$ cat config.mk
export PLATFORM = sky130hd
export DESIGN_NAME = axicb_slv_switch_wr_gen_flat
export DESIGN_NICKNAME = d
export VERILOG_FILES = /design/src/rtl/axicb_slv_switch_wr_gen_if.sv /design/src/rtl/axicb_slv_switch_wr_gen.sv /design/src/flat_wrapper.sv
export SDC_FILE = /design/constraint.sdc
export NUM_CORES = 1
export LEC_CHECK = 0
export ABC_AREA = 1
export BUFFER_PORTS_ARGS = -buffer_cell sky130_fd_sc_hd__buf_2
export CELL_PAD_IN_SITES_DETAIL_PLACEMENT = 2
export CELL_PAD_IN_SITES_GLOBAL_PLACEMENT = 2
export CORE_MARGIN = 8
export CORE_UTILIZATION = 29
export CTS_CLUSTER_DIAMETER = 40
export DETAILED_ROUTE_END_ITERATION = 6
export HOLD_SLACK_MARGIN = 0.03
export PLACE_DENSITY_LB_ADDON = 0.1
export SYNTH_ARGS = -nofsm -noshare
export SYNTH_HDL_FRONTEND = slang
export SYNTH_SLANG_ARGS = --single-unit
$ cat constraint.sdc
create_clock -name aclk -period 2.6 [get_ports aclk]
set_input_delay 0.26 -clock aclk [delete_from_list [all_inputs] [get_ports aclk]]
set_output_delay 0.26 -clock aclk [all_outputs]
set_load 0.01 [all_outputs]
$ cat src/rtl/axicb_slv_switch_wr_gen_if.sv
// AW/W/B channel bundle between one crossbar master and the SLV_NB slave ports of its write switch.
// Modport "slave" is the switch's view; modport "master" is the surrounding fabric's view.
interface axicb_slv_switch_wr_gen_if #(
  parameter int AXI_ADDR_W = 16,
  parameter int AXI_ID_W   = 8,
  parameter int SLV_NB     = 4,
  parameter int AWCH_W     = AXI_ADDR_W + AXI_ID_W + 8,
  parameter int WCH_W      = 8,
  parameter int BCH_W      = AXI_ID_W + 2
);
  logic                    i_awvalid;
  logic                    i_awready;
  logic [AWCH_W-1:0]       i_awch;
  logic                    i_wvalid;
  logic                    i_wready;
  logic                    i_wlast;
  logic [WCH_W-1:0]        i_wch;
  logic                    i_bvalid;
  logic                    i_bready;
  logic [BCH_W-1:0]        i_bch;
  logic [SLV_NB-1:0]       o_awvalid;
  logic [SLV_NB-1:0]       o_awready;
  logic [AWCH_W-1:0]       o_awch;
  logic [SLV_NB-1:0]       o_wvalid;
  logic [SLV_NB-1:0]       o_wready;
  logic [SLV_NB-1:0]       o_wlast;
  logic [WCH_W-1:0]        o_wch;
  logic [SLV_NB-1:0]       o_bvalid;
  logic [SLV_NB-1:0]       o_bready;
  logic [SLV_NB*BCH_W-1:0] o_bch;

  modport slave (
    input  i_awvalid, i_awch, i_wvalid, i_wlast, i_wch, i_bready,
    input  o_awready, o_wready, o_bvalid, o_bch,
    output i_awready, i_wready, i_bvalid, i_bch,
    output o_awvalid, o_awch, o_wvalid, o_wlast, o_wch, o_bready
  );

  modport master (
    output i_awvalid, i_awch, i_wvalid, i_wlast, i_wch, i_bready,
    output o_awready, o_wready, o_bvalid, o_bch,
    input  i_awready, i_wready, i_bvalid, i_bch,
    input  o_awvalid, o_awch, o_wvalid, o_wlast, o_wch, o_bready
  );
endinterface

$ cat src/rtl/axicb_slv_switch_wr_gen.sv
// Master-side write switch: decodes AW to one of SLV_NB slaves, routes W by a route FIFO and
// returns B in order. Optional B watchdog enabled by AXICB_SLV_SWITCH_WR_TIMEOUT_EN.
module axicb_slv_switch_wr_gen #(
  parameter int AXI_ADDR_W = 16,
  parameter int AXI_ID_W   = 8,
  parameter int SLV_NB     = 4,
  parameter logic [SLV_NB-1:0] MST_ROUTES = '1,
  parameter logic [SLV_NB*AXI_ADDR_W-1:0] SLV_START_ADDR =
      {16'h3000, 16'h2000, 16'h1000, 16'h0000},
  parameter logic [SLV_NB*AXI_ADDR_W-1:0] SLV_END_ADDR =
      {16'h3FFF, 16'h2FFF, 16'h1FFF, 16'h0FFF},
  parameter int MST_OSTDREQ_NUM = 4,
  parameter int WFIFO_DEPTH     = 3,
  parameter int TIMEOUT_CYCLES  = 1024,
  parameter int AWCH_W          = AXI_ADDR_W + AXI_ID_W + 8,
  parameter int WCH_W           = 8,
  parameter int BCH_W           = AXI_ID_W + 2
) (
  input  logic aclk,
  input  logic aresetn,
  input  logic srst,
  axicb_slv_switch_wr_gen_if.slave bus,
  output logic o_timeout
);

  localparam int TGT_W  = $clog2(SLV_NB + 1);
  localparam int OSTD_W = $clog2(MST_OSTDREQ_NUM + 1);
  localparam int WF_NB  = 2 ** WFIFO_DEPTH;
  localparam int MR_AW  = (MST_OSTDREQ_NUM > 1) ? $clog2(MST_OSTDREQ_NUM) : 1;
  localparam logic [TGT_W-1:0]  MR_TGT   = TGT_W'(SLV_NB);
  localparam logic [OSTD_W-1:0] OSTD_MAX = OSTD_W'(MST_OSTDREQ_NUM);
  localparam logic [MR_AW-1:0]  MR_LAST  = MR_AW'(MST_OSTDREQ_NUM - 1);

  logic [AXI_ADDR_W-1:0]  aw_addr;
  logic [AXI_ID_W-1:0]    aw_id;
  logic [TGT_W-1:0]       tgt, cur_tgt_q, wf_head;
  logic [OSTD_W-1:0]      ostd_q, mr_bcnt_q;
  logic [WFIFO_DEPTH:0]   wf_wptr_q, wf_rptr_q;
  logic [TGT_W-1:0]       wf_mem_q [WF_NB];
  logic [MR_AW-1:0]       mr_wptr_q, mr_rptr_q;
  logic [AXI_ID_W-1:0]    mr_mem_q [MST_OSTDREQ_NUM];
  logic wf_full, wf_empty, aw_ok, aw_slv_rdy, aw_hs, w_last_hs, mr_last_hs, b_hs, mr_b_hs;
  logic ostd_nz, unused_awch;

  assign aw_addr     = bus.i_awch[AXI_ADDR_W-1:0];
  assign aw_id       = bus.i_awch[AXI_ADDR_W +: AXI_ID_W];
  assign unused_awch = ^bus.i_awch[AWCH_W-1:AXI_ADDR_W+AXI_ID_W];
  assign bus.o_awch  = bus.i_awch;
  assign bus.o_wch   = bus.i_wch;

  // Descending scan so the lowest matching slave index wins.
  always_comb begin
    tgt = MR_TGT;
    for (int i = SLV_NB - 1; i >= 0; i--) begin
      if (MST_ROUTES[i] && (aw_addr >= SLV_START_ADDR[i*AXI_ADDR_W +: AXI_ADDR_W]) &&
          (aw_addr <= SLV_END_ADDR[i*AXI_ADDR_W +: AXI_ADDR_W])) begin
        tgt = TGT_W'(i);
      end
    end
  end

  assign wf_empty = (wf_wptr_q == wf_rptr_q);
  assign wf_full  = (wf_wptr_q[WFIFO_DEPTH] != wf_rptr_q[WFIFO_DEPTH]) &&
                    (wf_wptr_q[WFIFO_DEPTH-1:0] == wf_rptr_q[WFIFO_DEPTH-1:0]);
  assign wf_head  = wf_mem_q[wf_rptr_q[WFIFO_DEPTH-1:0]];
  assign ostd_nz  = (ostd_q != '0);

  // A new target is only taken once every earlier write has returned its B.
  assign aw_ok = !wf_full && (ostd_q < OSTD_MAX) && (!ostd_nz || (tgt == cur_tgt_q));

  always_comb begin
    bus.o_awvalid = '0;
    aw_slv_rdy    = 1'b0;
    for (int i = 0; i < SLV_NB; i++) begin
      if (tgt == TGT_W'(i)) begin
        bus.o_awvalid[i] = bus.i_awvalid && aw_ok;
        aw_slv_rdy       = bus.o_awready[i];
      end
    end
  end

  assign bus.i_awready = aw_ok && ((tgt == MR_TGT) || aw_slv_rdy);
  assign aw_hs         = bus.i_awvalid && bus.i_awready;

  always_comb begin
    bus.o_wvalid = '0;
    bus.o_wlast  = '0;
    bus.i_wready = 1'b0;
    if (!wf_empty) begin
      if (wf_head == MR_TGT) begin
        bus.i_wready = 1'b1;
      end else begin
        for (int i = 0; i < SLV_NB; i++) begin
          if (wf_head == TGT_W'(i)) begin
            bus.o_wvalid[i] = bus.i_wvalid;
            bus.o_wlast[i]  = bus.i_wlast;
            bus.i_wready    = bus.o_wready[i];
          end
        end
      end
    end
  end

  assign w_last_hs  = bus.i_wvalid && bus.i_wready && bus.i_wlast;
  assign mr_last_hs = w_last_hs && (wf_head == MR_TGT);

  always_comb begin
    bus.i_bvalid = 1'b0;
    bus.i_bch    = '0;
    bus.o_bready = '0;
    if (cur_tgt_q == MR_TGT) begin
      bus.i_bvalid = (mr_bcnt_q != '0);
      bus.i_bch    = {2'b11, mr_mem_q[mr_rptr_q]};
    end else begin
      for (int i = 0; i < SLV_NB; i++) begin
        if (cur_tgt_q == TGT_W'(i)) begin
          bus.i_bvalid    = bus.o_bvalid[i] && ostd_nz;
          bus.i_bch       = bus.o_bch[i*BCH_W +: BCH_W];
          bus.o_bready[i] = bus.i_bready && ostd_nz;
        end
      end
    end
  end

  assign b_hs    = bus.i_bvalid && bus.i_bready;
  assign mr_b_hs = b_hs && (cur_tgt_q == MR_TGT);

  // Payload storage needs no reset; validity lives in the pointers.
  always_ff @(posedge aclk) begin
    if (aw_hs) begin
      wf_mem_q[wf_wptr_q[WFIFO_DEPTH-1:0]] <= tgt;
      if (tgt == MR_TGT) mr_mem_q[mr_wptr_q] <= aw_id;
    end
  end

  always_ff @(posedge aclk or negedge aresetn) begin
    if (!aresetn) begin
      ostd_q    <= '0;
      cur_tgt_q <= '0;
      mr_bcnt_q <= '0;
      wf_wptr_q <= '0;
      wf_rptr_q <= '0;
      mr_wptr_q <= '0;
      mr_rptr_q <= '0;
    end else if (srst) begin
      ostd_q    <= '0;
      cur_tgt_q <= '0;
      mr_bcnt_q <= '0;
      wf_wptr_q <= '0;
      wf_rptr_q <= '0;
      mr_wptr_q <= '0;
      mr_rptr_q <= '0;
    end else begin
      if (aw_hs) begin
        wf_wptr_q <= wf_wptr_q + 1'b1;
        cur_tgt_q <= tgt;
        if (tgt == MR_TGT) mr_wptr_q <= (mr_wptr_q == MR_LAST) ? '0 : mr_wptr_q + 1'b1;
      end
      if (w_last_hs) wf_rptr_q <= wf_rptr_q + 1'b1;
      if (mr_b_hs) mr_rptr_q <= (mr_rptr_q == MR_LAST) ? '0 : mr_rptr_q + 1'b1;
      if (aw_hs && !b_hs) ostd_q <= ostd_q + 1'b1;
      else if (!aw_hs && b_hs) ostd_q <= ostd_q - 1'b1;
      if (mr_last_hs && !mr_b_hs) mr_bcnt_q <= mr_bcnt_q + 1'b1;
      else if (!mr_last_hs && mr_b_hs) mr_bcnt_q <= mr_bcnt_q - 1'b1;
    end
  end

`ifdef AXICB_SLV_SWITCH_WR_TIMEOUT_EN
  localparam int WD_W = $clog2(TIMEOUT_CYCLES + 1);
  logic [WD_W-1:0] wd_q;
  logic            timeout_q;

  always_ff @(posedge aclk or negedge aresetn) begin
    if (!aresetn) begin
      wd_q      <= '0;
      timeout_q <= 1'b0;
    end else if (srst) begin
      wd_q      <= '0;
      timeout_q <= 1'b0;
    end else begin
      timeout_q <= 1'b0;
      if (!ostd_nz || b_hs) begin
        wd_q <= '0;
      end else if (wd_q == WD_W'(TIMEOUT_CYCLES - 1)) begin
        wd_q      <= '0;
        timeout_q <= 1'b1;
      end else begin
        wd_q <= wd_q + 1'b1;
      end
    end
  end

  assign o_timeout = timeout_q;
`else
  logic unused_timeout_cfg;
  assign unused_timeout_cfg = ^TIMEOUT_CYCLES;
  assign o_timeout = 1'b0;
`endif

endmodule

$ cat src/flat_wrapper.sv
// flat-port wrapper written by rule: the top's interface ports become plain ports
module axicb_slv_switch_wr_gen_flat 
#(
  parameter int AXI_ADDR_W = 16,
  parameter int AXI_ID_W   = 8,
  parameter int SLV_NB     = 4,
  parameter logic [SLV_NB-1:0] MST_ROUTES = '1,
  parameter logic [SLV_NB*AXI_ADDR_W-1:0] SLV_START_ADDR =
      {16'h3000, 16'h2000, 16'h1000, 16'h0000},
  parameter logic [SLV_NB*AXI_ADDR_W-1:0] SLV_END_ADDR =
      {16'h3FFF, 16'h2FFF, 16'h1FFF, 16'h0FFF},
  parameter int MST_OSTDREQ_NUM = 4,
  parameter int WFIFO_DEPTH     = 3,
  parameter int TIMEOUT_CYCLES  = 1024,
  parameter int AWCH_W          = AXI_ADDR_W + AXI_ID_W + 8,
  parameter int WCH_W           = 8,
  parameter int BCH_W           = AXI_ID_W + 2
)
  (aclk, aresetn, srst, o_timeout, bus_i_awvalid, bus_i_awch, bus_i_wvalid, bus_i_wlast, bus_i_wch, bus_i_bready, bus_o_awready, bus_o_wready, bus_o_bvalid, bus_o_bch, bus_i_awready, bus_i_wready, bus_i_bvalid, bus_i_bch, bus_o_awvalid, bus_o_awch, bus_o_wvalid, bus_o_wlast, bus_o_wch, bus_o_bready);
  axicb_slv_switch_wr_gen_if #(.AXI_ADDR_W(AXI_ADDR_W), .AXI_ID_W(AXI_ID_W), .SLV_NB(SLV_NB), .AWCH_W(AWCH_W), .WCH_W(WCH_W), .BCH_W(BCH_W)) bus_i ();
  input  logic aclk;
  input  logic aresetn;
  input  logic srst;
  output logic o_timeout;
  input wire logic [$bits(bus_i.i_awvalid)-1:0] bus_i_awvalid;
  input wire logic [$bits(bus_i.i_awch)-1:0] bus_i_awch;
  input wire logic [$bits(bus_i.i_wvalid)-1:0] bus_i_wvalid;
  input wire logic [$bits(bus_i.i_wlast)-1:0] bus_i_wlast;
  input wire logic [$bits(bus_i.i_wch)-1:0] bus_i_wch;
  input wire logic [$bits(bus_i.i_bready)-1:0] bus_i_bready;
  input wire logic [$bits(bus_i.o_awready)-1:0] bus_o_awready;
  input wire logic [$bits(bus_i.o_wready)-1:0] bus_o_wready;
  input wire logic [$bits(bus_i.o_bvalid)-1:0] bus_o_bvalid;
  input wire logic [$bits(bus_i.o_bch)-1:0] bus_o_bch;
  output wire logic [$bits(bus_i.i_awready)-1:0] bus_i_awready;
  output wire logic [$bits(bus_i.i_wready)-1:0] bus_i_wready;
  output wire logic [$bits(bus_i.i_bvalid)-1:0] bus_i_bvalid;
  output wire logic [$bits(bus_i.i_bch)-1:0] bus_i_bch;
  output wire logic [$bits(bus_i.o_awvalid)-1:0] bus_o_awvalid;
  output wire logic [$bits(bus_i.o_awch)-1:0] bus_o_awch;
  output wire logic [$bits(bus_i.o_wvalid)-1:0] bus_o_wvalid;
  output wire logic [$bits(bus_i.o_wlast)-1:0] bus_o_wlast;
  output wire logic [$bits(bus_i.o_wch)-1:0] bus_o_wch;
  output wire logic [$bits(bus_i.o_bready)-1:0] bus_o_bready;
  assign bus_i.i_awvalid = bus_i_awvalid;
  assign bus_i.i_awch = bus_i_awch;
  assign bus_i.i_wvalid = bus_i_wvalid;
  assign bus_i.i_wlast = bus_i_wlast;
  assign bus_i.i_wch = bus_i_wch;
  assign bus_i.i_bready = bus_i_bready;
  assign bus_i.o_awready = bus_o_awready;
  assign bus_i.o_wready = bus_o_wready;
  assign bus_i.o_bvalid = bus_o_bvalid;
  assign bus_i.o_bch = bus_o_bch;
  assign bus_i_awready = bus_i.i_awready;
  assign bus_i_wready = bus_i.i_wready;
  assign bus_i_bvalid = bus_i.i_bvalid;
  assign bus_i_bch = bus_i.i_bch;
  assign bus_o_awvalid = bus_i.o_awvalid;
  assign bus_o_awch = bus_i.o_awch;
  assign bus_o_wvalid = bus_i.o_wvalid;
  assign bus_o_wlast = bus_i.o_wlast;
  assign bus_o_wch = bus_i.o_wch;
  assign bus_o_bready = bus_i.o_bready;
  axicb_slv_switch_wr_gen #(.AXI_ADDR_W(AXI_ADDR_W), .AXI_ID_W(AXI_ID_W), .SLV_NB(SLV_NB), .MST_ROUTES(MST_ROUTES), .SLV_START_ADDR(SLV_START_ADDR), .SLV_END_ADDR(SLV_END_ADDR), .MST_OSTDREQ_NUM(MST_OSTDREQ_NUM), .WFIFO_DEPTH(WFIFO_DEPTH), .TIMEOUT_CYCLES(TIMEOUT_CYCLES), .AWCH_W(AWCH_W), .WCH_W(WCH_W), .BCH_W(BCH_W)) u_core (.aclk(aclk), .aresetn(aresetn), .srst(srst), .bus(bus_i), .o_timeout(o_timeout));
endmodule
==> results of run 1 <==
sequential cells by signal, indices dropped and copies added, names as in the netlist:
signal            cells
u_core.mr_mem_q      32
u_core.wf_mem_q      24
u_core.wf_rptr_q      4
u_core.wf_wptr_q      4
u_core.cur_tgt_q      3
u_core.mr_bcnt_q      3
u_core.ostd_q         3
u_core.mr_rptr_q      2
u_core.mr_wptr_q      2
worst reg2reg max path: cells and delay by family, from the launching register on:
| kind | cells | cell delay (ns) |
|---|---|---|
| AO/OA/AOI/OAI | 1 | 0.07 |
| XOR/XNOR | 1 | 0.18 |
| adder cells (fa/ha/maj) | 1 | 0.41 |
| buffers and inverters | 1 | 0.10 |
| flip-flops | 1 | 0.48 |
| AND/OR/NAND/NOR | 7 | 1.05 |
worst min path at each step:
| stage | startpoint | endpoint | slack, ns | depth (start not counted) |
|---|---|---|---|---|
| after floorplan | aresetn | u_core.cur_tgt_q[0] | -0.04 | 0 |
| after global placement | aresetn | u_core.cur_tgt_q[1] | 0.28 | 1 |
| after detailed placement | aresetn | u_core.cur_tgt_q[0] | 0.29 | 1 |
| after CTS | bus_i_awch[22] | u_core.mr_mem_q[1][6] | 0.14 | 1 |
| after global routing | bus_i_awch[16] | u_core.mr_mem_q[0][0] | 0.15 | 1 |
| final | bus_i_awch[22] | u_core.mr_mem_q[1][6] | 0.15 | 1 |
cell type report:
type                            instances  share of cell area, %
Clock inverter                          5                   1.46
Multi-Input combinational cell        330                   32.6
Inverter                               84                   5.67
Clock buffer                           11                   4.28
Sequential cell                        77                   39.0
Tap cell                              220                   4.85
Timing Repair Buffer                  128                   12.2
cells by family (layout without fill, tap and decap cells):
kind of cell / Yosys count / after routing / share of synthesized area (%)
flip-flops: 77 / 77 / 46.3
buffers and inverters: 140 / 228 / 15.0
adder cells (fa/ha/maj): 9 / 9 / 2.68
AO/OA/AOI/OAI: 64 / 64 / 7.95
XOR/XNOR: 8 / 8 / 1.47
other: 1 / 1 / 0.0787
AND/OR/NAND/NOR: 248 / 248 / 26.5
metal layers:
| layer | part of all wire, % | GRT usage [%] |
|---|---|---|
| met5 | 0 | 0 |
| met4 | 2.1 | 5.20 |
| met3 | 6.4 | 4.79 |
| met2 | 51 | 28.6 |
| met1 | 41 | 15.7 |
through the flow:
step / std cells / power [mW]
floorplan: 547 / 2.31
global placement: 838 / 2.69
detailed placement: 838 / 2.73
CTS: 855 / 4.11
global route: 855 / 4.29
finish: 855 / 4.04
where the power goes:
| part | switching [mW] | internal [mW] |
|---|---|---|
| logic | 0.776 | 0.412 |
| registers | 0.0626 | 1.42 |
| clock network | 0.498 | 0.871 |
what timing repair did:
item,CTS,global route
hold buffers,1,0
setup endpoints to repair,0,3
setup buffers,0,0
gates resized for setup,0,6
endpoints found under the hold margin,21,0
cells in the mapped netlist (2+ instances only):
cell type  instances
a21oi_1            7
a22oi_1            6
buf_2              3
buf_4             43
buf_6              3
clkbuf_1           7
dfrtp_1           21
edfxtp_1          56
fa_1               2
ha_1               7
inv_1             74
inv_2              8
nand2_1           85
nand2_2           10
nand2_4            5
nand3_1           54
nand3_2           12
nand3_4            2
nand3b_1           2
nand4_1            6
nor2_1            54
nor2_2             4
nor2_4             2
nor3_1             6
nor4_1             3
o2111ai_1          6
o21ai_0           26
o21ai_1            6
o22ai_1           10
xor2_1             7
==> results.toml, run 1 <==
[final_layout]
num-fill-cells = 1922
area_growth_pct = 19.0
utilization_pct = 34.7
fin_area_um2 = 5670
regArea_um2 = 2210
final_cell_mix = "buf_2, nand2_1, inv_1"
final_common_cell = "buf_2"
drive_above_1_share_pct = 30.4
final_nets = 738
multi_input_area_um2 = 1850
antenna_cells = 0

[power]
peakVddDrop_v = 0.000299
power.leakage_nw = 2.64
pwr_density_cell_nw_per_um2 = 713

[logic_synthesis]
synthCells = 547
synth.yosys.warnings = 0
seq_area_frac_synth_pct = 46.3
synth_flop_cell = "edfxtp_1"
synth_cell_types = 40
synth_edf_count = 56
synth_top_area_share_pct = 35.3
yosysTopAreaCell = "edfxtp_1"
syn_avg_cell_area_um2 = 8.71
ys_ff_latch = 77
async_flop_share_pct = 27.3
syn_area_um2 = 4770
synth_area_leaders = "edfxtp_1, dfrtp_1, buf_4"
syn_nets = 655

[route]
drt_iter0_drc = 130
via_count = 3981
routed_wl_um = 15200
drtAntennaViolNets = 0
first_pass_iters = 4
drc_errors = 0
wl_per_cell_um = 17.8
post_drt_via_cell_ratio = 4.66

[worst_setup_path]
worst-path-buf-inv = 1
worstReg2RegStart = "u_core.wf_rptr_q[0]"
start_kind = "flop"
cpPeakStageDelay_ns = 0.48
cp_max_fo = 7
critical_path_class = "flop to flop"
worstPathArrival_ns = 2.63
slowest_stage = "dfrtp_2"
worstSetupEndpoint = "u_core.mr_bcnt_q[1]"
r2r_slack_ns = 0.23
cp_data_required_time_ns = 2.86
endpoint_kind = "flop"
path_depth = 11
crit_family = "simple AND/OR/NAND/NOR gates"
reg2reg_depth = 11
crit_start = "u_core.wf_rptr_q[0]"
cp_cell_sequence = "xor2_1, nor2_1, nand3b_1, nand2_2, nor3_4, nand2_2, inv_1, fa_1, nor2_1, nand2_1, o21ai_1"
rr_endpoint = "u_core.mr_bcnt_q[1]"

[sta]
max_freq_mhz = 421
setup_tns_ns = 0
slew-limit-headroom_pct = 64.3
timing.hold.ws_ns = 0.149
fin_crit_ns = 2.37
fin_skew_ns = 0.00775
hold_violations = 0
tightest_slew_ns = 0.535
drv_slew = 0
finalWorstSetupSlack_ns = 0.225
setup_viol = 0
fin_crit_sh_pct = 91.3
rsz0062_at_grt = "yes"

[global_route]
grt_pass1_vias = 4732
grt_use_total_pct = 15.3
grt_max_degree = 26
antenna_found_initial = 0
grt_overflow = 0
grt_pass1_wl_um = 24400

[cts]
htreeDepth = 3
clkTransAtPathRegs_ns = 0.06
insertion_delay_ns = 0.34
cts_sinks = 77
cts_made_buffers = 9
cts_tree = "yes"
clockRootBuffer = "clkbuf_16"
clockBufferDepth = 2

[die]
dieHeight_um = 144
row_count = 47
ios = 169
die_area_um2 = 20800
die_w_um = 144
start_util_pct = 29.2
coreArea_um2 = 16300

[placement]
gp_congestion = 0.734
dpl_cell_area_um2 = 5320
portBuffers = 111
dpl_worst_slack_ns = 0.0872
hpwl_um = 12200

[job]
max_cap_viol_count = 0

[min_path]
hold_path_class = "input port to flop"

[status]
outcome = "completed"
Note: power is estimated with default switching activity, not from simulation.
==> inputs of run 2 (changes only) <==
--- a/config.mk
+++ b/config.mk
@@ -10,11 +10,12 @@
 export CELL_PAD_IN_SITES_DETAIL_PLACEMENT = 2
 export CELL_PAD_IN_SITES_GLOBAL_PLACEMENT = 2
 export CORE_MARGIN = 8
-export CORE_UTILIZATION = 29
+export CORE_UTILIZATION = 26
 export CTS_CLUSTER_DIAMETER = 40
 export DETAILED_ROUTE_END_ITERATION = 6
 export HOLD_SLACK_MARGIN = 0.03
-export PLACE_DENSITY_LB_ADDON = 0.1
+export PLACE_DENSITY_LB_ADDON = 0.08
 export SYNTH_ARGS = -nofsm -noshare
 export SYNTH_HDL_FRONTEND = slang
 export SYNTH_SLANG_ARGS = --single-unit
+export TNS_END_PERCENT = 1
==> constraint.sdc (replaced) <==
create_clock -name aclk -period 2.1 [get_ports aclk]
set_input_delay 0.21 -clock aclk [delete_from_list [all_inputs] [get_ports aclk]]
set_output_delay 0.21 -clock aclk [all_outputs]
set_load 0.01 [all_outputs]
==> run 2 against run 1 <==
  * Global-route usage shrank 0.54 points
  * Sequential power rose by 22%
  * Clock power up 24%
  * Critical endpoint is now bus_i_wready
  * Critical path type is now flop to output pin
  * Sequential cell count unchanged
  * Design area is 12% higher
  * Clock skew increased by 0.0011 ns
  * Worst setup slack worse by 0.49 ns
  * First-iteration DRC count down 8.5%
  * The flow now finishes with violations (negative setup slack)
==> results.toml, run 2 (synthesis results as in run 1) <==
[sta]
finalWorstSetupSlack_ns = -0.264
rsz0062_at_grt = "yes"
hold_violations = 0
setup_viol = 15
setup_tns_ns = -1.31
fin_crit_ns = 2.36
max_freq_mhz = 423
drv_slew = 0
tightest_slew_ns = 0.564
slew-limit-headroom_pct = 62.4
fin_skew_ns = 0.00881
fin_crit_sh_pct = 113

[worst_setup_path]
cp_data_required_time_ns = 1.89
slowest_stage = "dfrtp_1"
start_kind = "flop"
worstReg2RegStart = "u_core.wf_rptr_q[0]"
path_common_cell = "nand2_2"
critical_path_class = "flop to output pin"
cp_max_fo = 8
worstPathArrival_ns = 2.15
crit_start = "u_core.wf_rptr_q[0]"
endpoint_kind = "output pin"
cpPeakStageDelay_ns = 0.41
cp_cell_sequence = "buf_6, inv_8, buf_8, nand2_2, nand3_2, nand3_4, nand2_4, buf_6, nand2_2, nor2_4, nand2_1, nand2_2, nor2_4, a21boi_1, buf_2"

[power]
peakVddDrop_v = 0.000415
power.share.clock_pct = 31.3
pwr_density_cell_nw_per_um2 = 859
power.leakage_nw = 2.94
combPwrFrac_pct = 35.2
p_int_mw = 3.60
p_sw_mw = 1.83
seqPwrFrac_pct = 33.5
p_sw_share_pct = 33.7

[global_route]
gr-usage-met2_pct = 27.8
grt_use_total_pct = 14.7
grt_overflow = 0
grt_pass1_wl_um = 26100
top_usage_layer = "met2"
grt_pass1_vias = 5094
met1_usage_pct = 15.2
antenna_found_initial = 0
gr-usage-met3_pct = 3.97
grt_max_degree = 26

[min_path]
hold_path_class = "input port to flop"
holdCritStartpoint = "bus_i_awch[18]"

[final_layout]
final_common_cell = "buf_2"
antenna_cells = 0
drive_above_1_share_pct = 42.4
largest_register_ffs = 32
final_nets = 792
final_cell_mix = "buf_2, inv_1, nand2_1"
area_growth_pct = 32.8
regMostFlops = "u_core.mr_mem_q"

[cts]
clockBufferDepth = 2
clkTransAtPathRegs_ns = 0.06
cts_sinks = 77
cts_made_buffers = 9
insertion_delay_ns = 0.34
htreeDepth = 3
cts_tree = "yes"
clockRootBuffer = "clkbuf_16"

[status]
outcome = "finished, violations left"
failed_checks = "negative setup slack"

[placement]
hpwl_um = 12600
portBuffers = 111
gp_congestion = 0.762
dpl_worst_slack_ns = -0.117

[die]
coreArea_um2 = 18000
row_count = 49
die_w_um = 151
ios = 169
start_util_pct = 26.5
dieHeight_um = 151
die_area_um2 = 22900

[route]
via_count = 4224
post_drt_via_cell_ratio = 4.60
drt_iter0_drc = 119
drc_errors = 0
routed_wl_um = 16200
wl_per_cell_um = 17.6
drtAntennaViolNets = 0
first_pass_iters = 4

[job]
max_cap_viol_count = 0
==> run 2: changes by cell type in the layout (fill, tap and decap cells not counted), moves of 4 or more <==
cell	before	now
buf_4	14	59
nand2_1	85	71
nor2_1	54	41
nand2_2	10	21
nor2_2	3	13
buf_6	2	9
nand3_1	54	47
nand3_2	12	16
o21ai_0	26	22
==> run 2: metal layers <==
| metal | vias to the layer above | part of all wire, % |
|---|---|---|
| met5 | - | 0 |
| met4 | 0 | 2.5 |
| met3 | 28 | 5.0 |
| met2 | 101 | 54 |
| met1 | 2056 | 39 |
| li1 | 2039 | - |
==> run 2: power by group through the flow <==
stage	sequential [mW]	clock (mW)	combinational [mW]
finish	1.82	1.70	1.91
CTS	1.83	1.75	1.90
global route	1.84	1.79	2.12
global placement	1.85	0	1.70
floorplan	1.84	0	1.02
detailed placement	1.85	0	1.74
==> run 2: final cells by class <==
cell class / instances / area (µm²)
well taps: 229 / 287
clock buffers: 10 / 229
multi-input cells: 330 / 2050
flip-flops and latches: 77 / 2210
clock inverters: 6 / 93.8
fillers: 2033 / 11600
repair buffers: 182 / 1130
inverters: 84 / 332
==> run 2: path summary, 6_finish.rpt <==
check	endpoint	slack, ns	depth (start not counted)
max	bus_i_wready	-0.26	15
min	u_core.mr_mem_q[0][2]	0.1	1
max reg2reg	u_core.mr_bcnt_q[1]	-0.23	16
min reg2reg	u_core.wf_wptr_q[3]	0.49	1
max in group asynchronous	u_core.wf_rptr_q[1]	1.28	2
min in group asynchronous	u_core.cur_tgt_q[1]	0.40	2
==> run 2: what timing repair did <==
action / 4_1_cts / 5_1_grt
resized for setup: 46 / 30
endpoints found under the hold margin: 21 / 0
setup buffers: 13 / 1
endpoints found under the setup margin: 23 / 84
pin swaps: 18 / 6
hold buffers: 1 / 0
cloned: 1 / 0
==> run 2: critical path: cells and delay by family (launching register included) <==
kind                   cells  cell delay [ns]
DFF                        1             0.41
and+or+nand+nor            9             0.68
AOI/OAI and AO/OA          1             0.12
buffers and inverters      5             0.61
==> run 2: per-stage QoR <==
stage	cell area, µm²	hold slack, ns	cells	utilization (%)	power (mW)
after floorplan	4770	-0.0856	547	-	2.86
after global routing	6330	0.0800	918	35.2	5.75
after global placement	5630	0.232	886	31.3	3.55
after CTS	6210	0.0828	917	34.6	5.47
after detailed placement	5630	0.247	886	31.3	3.60
final	6330	0.0951	918	35.2	5.44
==> inputs of run 3 (changes only) <==
--- a/config.mk
+++ b/config.mk
@@ -6,6 +6,7 @@
 export NUM_CORES = 1
 export LEC_CHECK = 0
 export ABC_AREA = 1
+export ABC_CLOCK_PERIOD_IN_PS = 2100
 export BUFFER_PORTS_ARGS = -buffer_cell sky130_fd_sc_hd__buf_2
 export CELL_PAD_IN_SITES_DETAIL_PLACEMENT = 2
 export CELL_PAD_IN_SITES_GLOBAL_PLACEMENT = 2
@@ -13,7 +14,7 @@
 export CORE_UTILIZATION = 26
 export CTS_CLUSTER_DIAMETER = 40
 export DETAILED_ROUTE_END_ITERATION = 6
-export HOLD_SLACK_MARGIN = 0.03
+export HOLD_SLACK_MARGIN = 0.15
 export PLACE_DENSITY_LB_ADDON = 0.08
 export SYNTH_ARGS = -nofsm -noshare
 export SYNTH_HDL_FRONTEND = slang
==> run 3 against run 2 <==
  * The run still ends with negative setup slack left
  * Sequential power barely moved
  * Maximum frequency rose by 0.13%
  * Clock skew fell by 0.00091 ns
  * Worst setup slack improved by 0.0032 ns
  * First-iteration DRC count rose by 1.7%
  * Cell count rose by 0.87%
  * Critical path depth did not move
  * Via count rose by 0.85%
  * Sequential cell count did not move
  * Design area rose by 1.3%
==> results.toml, run 3 (synthesis results as in run 1) <==
[min_path]
hold_path_class = "input port to flop"

[sta]
timing.hold.ws_ns = 0.180
fin_crit_sh_pct = 112
fin_crit_ns = 2.36
slew-limit-headroom_pct = 62.1
rsz0062_at_grt = "yes"
drv_slew = 0
fin_skew_ns = 0.00790
tightest_slew_ns = 0.569
setup_viol = 15
finalWorstSetupSlack_ns = -0.261
max_freq_mhz = 424
hold_violations = 0
setup_tns_ns = -1.28

[die]
row_count = 49
die_w_um = 151
die_area_um2 = 22900
start_util_pct = 26.5
ios = 169
dieHeight_um = 151
coreArea_um2 = 18000

[power]
power.share.clock_pct = 31.1
pwr_density_cell_nw_per_um2 = 849
combPwrFrac_pct = 35.4
p_sw_mw = 1.83
seqPwrFrac_pct = 33.5
p_sw_share_pct = 33.6
power.leakage_nw = 2.98
peakVddDrop_v = 0.000415
p_int_mw = 3.61

[worst_setup_path]
cp_max_fo = 8
worst-path-buf-inv = 5
slowest_stage = "dfrtp_1"
cpPeakStageDelay_ns = 0.41
reg2reg_depth = 16
cp_cell_sequence = "buf_6, inv_8, buf_8, nand2_1, nand3_2, nand3_4, nand2_4, buf_6, nand2_2, nor2_4, nand2_1, nand2_2, nor2_4, a21boi_1, buf_2"
crit_start = "u_core.wf_rptr_q[0]"
path_depth = 15
worstSetupEndpoint = "bus_i_wready"
r2r_slack_ns = -0.23
worstReg2RegStart = "u_core.wf_rptr_q[0]"
cp_data_required_time_ns = 1.89
start_kind = "flop"
critical_path_class = "flop to output pin"
endpoint_kind = "output pin"
worstPathArrival_ns = 2.15
crit_family = "simple AND/OR/NAND/NOR gates"
rr_endpoint = "u_core.mr_bcnt_q[1]"

[global_route]
antenna_found_initial = 0
grt_max_degree = 26
grt_pass1_wl_um = 26200
grt_pass1_vias = 5134
grt_overflow = 0
grt_use_total_pct = 14.8

[final_layout]
antenna_cells = 0
drive_above_1_share_pct = 41.9
final_common_cell = "buf_2"
regMostFlops = "u_core.mr_mem_q"
final_nets = 800
largest_register_ffs = 32
final_cell_mix = "buf_2, inv_1, nand2_1"
num-fill-cells = 2022
area_growth_pct = 34.5

[route]
wl_per_cell_um = 17.5
first_pass_iters = 4
drtAntennaViolNets = 0
via_count = 4260
routed_wl_um = 16200
post_drt_via_cell_ratio = 4.60
drc_errors = 0
drt_iter0_drc = 121

[status]
failed_checks = "negative setup slack"
outcome = "finished, violations left"

[placement]
portBuffers = 111
dpl_worst_slack_ns = -0.117
hpwl_um = 12600
gp_congestion = 0.762

[cts]
clockBufferDepth = 2
htreeDepth = 3
cts_made_buffers = 9
clkTransAtPathRegs_ns = 0.06
clockRootBuffer = "clkbuf_16"
insertion_delay_ns = 0.34
cts_tree = "yes"
cts_sinks = 77

[job]
max_cap_viol_count = 0
run 3: layout make-up:
type / instances / area [µm²] / share of cell area, %
tap: 229 / 287 / 4.47
clock inverter: 6 / 93.8 / 1.46
clock buffer: 10 / 229 / 3.57
sequential: 77 / 2210 / 34.4
inverter: 84 / 332 / 5.17
timing repair buffer: 190 / 1210 / 18.9
multi-input combinational: 330 / 2050 / 32.0
run 3: how the worst min path moves through the flow:
stage | slack [ns] | cells after the start | end | from
floorplan | -0.09 | 0 | u_core.cur_tgt_q[0] | aresetn
global route | 0.19 | 2 | u_core.wf_wptr_q[0] | srst
detailed placement | 0.25 | 1 | u_core.wf_wptr_q[2] | aresetn
finish | 0.18 | 2 | u_core.wf_wptr_q[0] | srst
CTS | 0.18 | 2 | u_core.wf_wptr_q[0] | srst
global placement | 0.23 | 1 | u_core.cur_tgt_q[0] | aresetn
run 3: metrics by stage:
| stage | total power, mW | instance area (µm²) | instances | util, % |
|---|---|---|---|---|
| 4_1_cts | 5.48 | 6290 | 925 | 35.0 |
| 3_5_place_dp | 3.60 | 5630 | 886 | 31.3 |
| 5_1_grt | 5.76 | 6410 | 926 | 35.7 |
| 2_1_floorplan | 2.86 | 4770 | 547 | - |
| 3_3_place_gp | 3.55 | 5630 | 886 | 31.3 |
| 6_report | 5.44 | 6410 | 926 | 35.7 |
run 3: worst reg2reg max path: stages, from the launching register on:
cell and delay [ns]:
dfrtp_1 0.41, buf_6 0.16, inv_8 0.08, buf_8 0.12, nand2_1 0.06, nand3_2 0.08, nand3_4 0.09, nand2_4 0.08
buf_4 0.11, nand3_4 0.08, nor3_4 0.21, nand2_2 0.09, inv_2 0.06, fa_2 0.42, nor2_2 0.09, nand2_1 0.05
o21ai_1 0.07
run 3: per-layer routing:
metal	track usage (%)	wire length (µm)
met4	5.44	403
met3	3.94	793
met1	15.2	6260
met2	28.0	8770
met5	0	0
run 3: timing repair:
item	CTS	global route
buffers inserted	13	1
resized for setup	46	30
setup endpoints to repair	23	84
hold buffers	9	0
cloned	1	0
pin swaps	18	6
endpoints found under the hold margin	53	0
run 3: power groups by stage:
stage / Sequential, mW / Combinational, mW / Clock (mW)
floorplan: 1.84 / 1.02 / 0
global placement: 1.85 / 1.70 / 0
detailed placement: 1.85 / 1.74 / 0
CTS: 1.83 / 1.91 / 1.75
global route: 1.84 / 2.14 / 1.79
finish: 1.82 / 1.92 / 1.70
